===== config.mk =====
export PLATFORM = sky130hd
export DESIGN_NAME = ahb_master_mux_pipelined
export DESIGN_NICKNAME = d
export VERILOG_FILES = /design/src/rtl/ahb_master_mux_pipelined.sv
export SDC_FILE = /design/constraint.sdc
export NUM_CORES = 1
export LEC_CHECK = 0
export CORE_AREA = 10 10 147 149
export CTS_CLUSTER_DIAMETER = 60
export CTS_CLUSTER_SIZE = 20
export DETAILED_ROUTE_END_ITERATION = 8
export DIE_AREA = 0 0 157 159
export MAX_ROUTING_LAYER = met4
export PLACE_DENSITY = 0.51
export SLEW_MARGIN = 5
export SYNTH_ARGS = -nofsm -noshare
export SYNTH_HDL_FRONTEND = slang
export SYNTH_SLANG_ARGS = --single-unit

===== constraint.sdc =====
create_clock -name Hclk -period 6.3 [get_ports Hclk]
set_input_delay 1.89 -clock Hclk [delete_from_list [all_inputs] [get_ports Hclk]]
set_output_delay 1.89 -clock Hclk [all_outputs]
set_load 0.01 [all_outputs]

===== src/rtl/ahb_master_mux_pipelined.sv =====
// AHB-Lite master-to-slave mux: address/control follow the current grant,
// write data follows the registered data-phase owner.
module ahb_master_mux_pipelined #(
  parameter  int NUM_MASTERS = 4,
  parameter  int ADDR_W      = 32,
  parameter  int DATA_W      = 32,
  localparam int MW          = $clog2(NUM_MASTERS)
) (
  input  logic                          Hclk,
  input  logic                          Hreset,
  input  logic [MW-1:0]                 Hmaster,
  input  logic                          Hready,
  input  logic [NUM_MASTERS*ADDR_W-1:0] Haddr_M,
  input  logic [NUM_MASTERS*2-1:0]      Htrans_M,
  input  logic [NUM_MASTERS-1:0]        Hwrite_M,
  input  logic [NUM_MASTERS*3-1:0]      Hsize_M,
  input  logic [NUM_MASTERS*3-1:0]      Hburst_M,
  input  logic [NUM_MASTERS*4-1:0]      Hprot_M,
  input  logic [NUM_MASTERS-1:0]        Hmastlock_M,
  input  logic [NUM_MASTERS*DATA_W-1:0] Hwdata_M,
  output logic [ADDR_W-1:0]             Haddr,
  output logic [1:0]                    Htrans,
  output logic                          Hwrite,
  output logic [2:0]                    Hsize,
  output logic [2:0]                    Hburst,
  output logic [3:0]                    Hprot,
  output logic                          Hmastlock,
  output logic [DATA_W-1:0]             Hwdata,
  output logic [MW-1:0]                 Hmaster_data,
  output logic                          Hdata_active
);

  logic [ADDR_W-1:0] addr_a  [NUM_MASTERS];
  logic [1:0]        trans_a [NUM_MASTERS];
  logic [2:0]        size_a  [NUM_MASTERS];
  logic [2:0]        burst_a [NUM_MASTERS];
  logic [3:0]        prot_a  [NUM_MASTERS];
  logic [DATA_W-1:0] wdata_a [NUM_MASTERS];

  for (genvar i = 0; i < NUM_MASTERS; i++) begin : g_unpack
    assign addr_a[i]  = Haddr_M[i*ADDR_W +: ADDR_W];
    assign trans_a[i] = Htrans_M[i*2 +: 2];
    assign size_a[i]  = Hsize_M[i*3 +: 3];
    assign burst_a[i] = Hburst_M[i*3 +: 3];
    assign prot_a[i]  = Hprot_M[i*4 +: 4];
    assign wdata_a[i] = Hwdata_M[i*DATA_W +: DATA_W];
  end

  logic grant_in_range;
  logic owner_in_range;

  // Only a non-power-of-two master count leaves unused grant encodings.
  if ((1 << MW) == NUM_MASTERS) begin : g_pow2
    assign grant_in_range = 1'b1;
    assign owner_in_range = 1'b1;
  end else begin : g_npow2
    localparam logic [MW-1:0] LAST = MW'(NUM_MASTERS - 1);
    assign grant_in_range = (Hmaster <= LAST);
    assign owner_in_range = (Hmaster_data <= LAST);
  end

  logic          addr_ok;
  logic [MW-1:0] grant_sel;
  logic [MW-1:0] owner_sel;
  logic          data_write;

  assign addr_ok   = !Hreset && grant_in_range;
  assign grant_sel = grant_in_range ? Hmaster : '0;
  assign owner_sel = owner_in_range ? Hmaster_data : '0;

  always_comb begin
    Haddr     = '0;
    Htrans    = 2'b00;
    Hwrite    = 1'b0;
    Hsize     = 3'b000;
    Hburst    = 3'b000;
    Hprot     = 4'b0011;
    Hmastlock = 1'b0;
    if (addr_ok) begin
      Haddr     = addr_a[grant_sel];
      Htrans    = trans_a[grant_sel];
      Hwrite    = Hwrite_M[grant_sel];
      Hsize     = size_a[grant_sel];
      Hburst    = burst_a[grant_sel];
      Hprot     = prot_a[grant_sel];
      Hmastlock = Hmastlock_M[grant_sel];
    end
  end

  // Data-phase owner only advances on accepted address phases.
  always_ff @(posedge Hclk) begin
    if (Hreset) begin
      Hmaster_data <= '0;
      Hdata_active <= 1'b0;
      data_write   <= 1'b0;
    end else if (Hready) begin
      Hmaster_data <= Hmaster;
      Hdata_active <= Htrans[1];
      data_write   <= Hwrite;
    end
  end

  always_comb begin
    Hwdata = '0;
    if (Hdata_active && data_write && owner_in_range)
      Hwdata = wdata_a[owner_sel];
  end

endmodule


==> flow_summary.ini, run 1 <==
[status]
outcome = finished, final reports clean

[synth]
avgSynthCellArea_um2 = 12.9
yosysWarnings = 0
netlist_instances = 204
ys_seq_area_share_pct = 3.04
synth_area_um2 = 2630
synthTopCellsByArea = mux4_2 (67%), nor2b_1 (10%), and3_1 (7.6%)
yosys.area.top_type_share_pct = 66.7
synth_top_area_cell = mux4_2
ys_seq_elements = 4
yosysUniqueCellTypes = 16
synth.net_count = 521

[setup_path]
critical_path.most_common_cell = buf_4
critPathKind = in -> out
r2r_setup_slack_ns = 4.64
setup.worst_path.start_class = input port
slowest_stage = clkdlybuf4s50_1
cp_cell_sequence = buf_4 > buf_4 > mux4_2 > nor2b_1 > clkdlybuf4s50_1
worstPathArrival_ns = 3.67
critPathRequiredTime_ns = 4.41
cp_slowest_stage_delay_ns = 0.57
worstPathMaxFanout = 14
setup.worst_path.end_class = output pin

[layout]
final_common_cell = clkdlybuf4s50_1
fill_cells = 1821
layout-drive-gt1-share_pct = 16.2
synthToLayoutAreaGrowth_pct = 160
final_cell_mix = clkdlybuf4s50_1 (394), mux4_2 (78), nor2b_1 (44)
fin_nets = 898
fin_util_pct = 36.8
diodes = 0

[grt]
grt_pass1_wl_um = 27100
use_met3_pct = 5.32
grt_max_degree = 53
grt.busiest_layer = met2
antenna_found_initial = 0
grt_overflow = 0
grt_pass1_vias = 4220
gr-usage-met2_pct = 27.1
met1_usage_pct = 14.7
grt_use_total_pct = 14.7

[clock_network]
h-tree-depth = 1
post_cts_buffers = 0
clk_latency_ns = 0.23
cts_buffer_depth = 2
post_cts_resized = 0
cts-hold-fix-buffers = 0
tritoncts = built
cts_root_buffer = clkbuf_16
numCtsBuffers = 3
cts_sinks = 4
clkSlewWorstSetupHoldPaths_ns = 0.03

[pwr]
swShare_pct = 24.9
powerDensity_nw_per_um2 = 81.8
ir_drop_uv = 64.6
clockPowerShare_pct = 18.0
p_seq_share_pct = 7.3
p_switching_mw = 0.139
comb_power_share_pct = 74.7
p_int_mw = 0.420
p_leak_nw = 2.44

[timing]
hold_viol_final = 0
fmaxAchievable_mhz = 180
setup_tns_ns = 0
grt_setup_unrepaired = no
period_share_pct = 88.3
setup_viol = 0
slew_violations = 0
fin_worst_skew_ns = 0
maxSlewHeadroom_pct = 29.1
worst_pin_slew_ns = 1.06
period_needed_ns = 5.56

[routing]
drt_iter0_markers = 87
ant_nets = 0
routed_wl_um = 19000
first_pass_iters = 4
wl_per_cell_um = 23.4
vias_per_cell = 4.43
vias = 3605
route.detailed.drc = 0

[die]
die_area_um2 = 25000
chipHeight_um = 159
core_um2 = 18600
rows = 50
die_w_um = 157
initial_core_util_pct = 14.2
num_io_pins = 398

[place]
io_buffers = 397
gp_congestion = 0.831
hpwl_um = 16800

[min_path]
hp-class = reg -> reg

[run]
maxCapViolCount = 0
## path summary, 6_finish.rpt
path,start,endpoint,cells after the start
worst max-delay path,Hmaster[0],Haddr[24],5
worst min-delay path,Hmaster_data[1]$_SDFFE_PP0P_,Hmaster_data[1]$_SDFFE_PP0P_,2
worst max register to register,Hdata_active$_SDFFE_PP0P_,Hdata_active$_SDFFE_PP0P_,2
worst min register to register,Hmaster_data[1]$_SDFFE_PP0P_,Hmaster_data[1]$_SDFFE_PP0P_,2
## power groups by stage
| stage | Clock (mW) | Sequential (mW) | Combinational [mW] |
|---|---|---|---|
| 2_1_floorplan | 0 | 0.0296 | 0.161 |
| 5_1_grt | 0.102 | 0.0430 | 0.444 |
| 4_1_cts | 0.102 | 0.0416 | 0.424 |
| 3_5_place_dp | 0 | 0.0419 | 0.421 |
| 3_3_place_gp | 0 | 0.0416 | 0.417 |
| 6_report | 0.100 | 0.0407 | 0.418 |
## registers in the layout (all words and copies together), names as in the netlist
signal,flops
Hmaster_data,2
data_write,1
Hdata_active,1
## cell families after synthesis
family | after synthesis | synth area share (%)
mux | 84 | 69.0
compound gates | 2 | 0.665
simple gates | 84 | 20.1
buf+inv | 30 | 7.22
flops | 4 | 3.04
## cell usage after synthesis, drive strengths merged
master,count
or2,2
nand3b,1
mux4,78
dfxtp,4
or3b,3
buf,18
clkbuf,12
mux2i,6
nor2b,44
nor2,2
o221ai,2
and3,32
## worst max-delay path: cells and delay by family
family / cells / cell delay [ns]
muxes: 1 / 0.51
buffers and inverters: 3 / 1.12
and+or+nand+nor: 1 / 0.13
## layer usage
metal	routed length, um	share of wire [%]
met4	141	0.74
met2	10200	54
met1	6630	35
met3	2020	11
met5	0	0
## per-stage QoR
stage                     std cells  area, um2  hold slack, ns  power (mW)  setup slack, ns
after floorplan                 204       2630           0.642       0.191             1.51
after global placement          810       6760           0.475       0.459            0.699
after detailed placement        810       6760           0.486       0.463            0.693
after CTS                       813       6840           0.496       0.567            0.691
after global routing            813       6840           0.571       0.590            0.610
final                           813       6840           0.489       0.559            0.739
## layout make-up
class / instances / area, um2 / share of cell area [%]
timing repair buffer: 402 / 4020 / 58.9
multi-input combinational: 170 / 2360 / 34.6
tap: 234 / 293 / 4.28
sequential: 4 / 81.3 / 1.19
clock buffer: 3 / 75.1 / 1.10
(Power assumes the default switching activity.)
==> run 2, diff against run 1 <==
--- a/config.mk
+++ b/config.mk
@@ -10,6 +10,7 @@
 export CTS_CLUSTER_SIZE = 20
 export DETAILED_ROUTE_END_ITERATION = 8
 export DIE_AREA = 0 0 157 159
+export GPL_TIMING_DRIVEN = 1
 export MAX_ROUTING_LAYER = met4
 export PLACE_DENSITY = 0.51
 export SLEW_MARGIN = 5
==> results of run 2 <==
No change in the layout: final DEF, timing and power equal those of run 1.
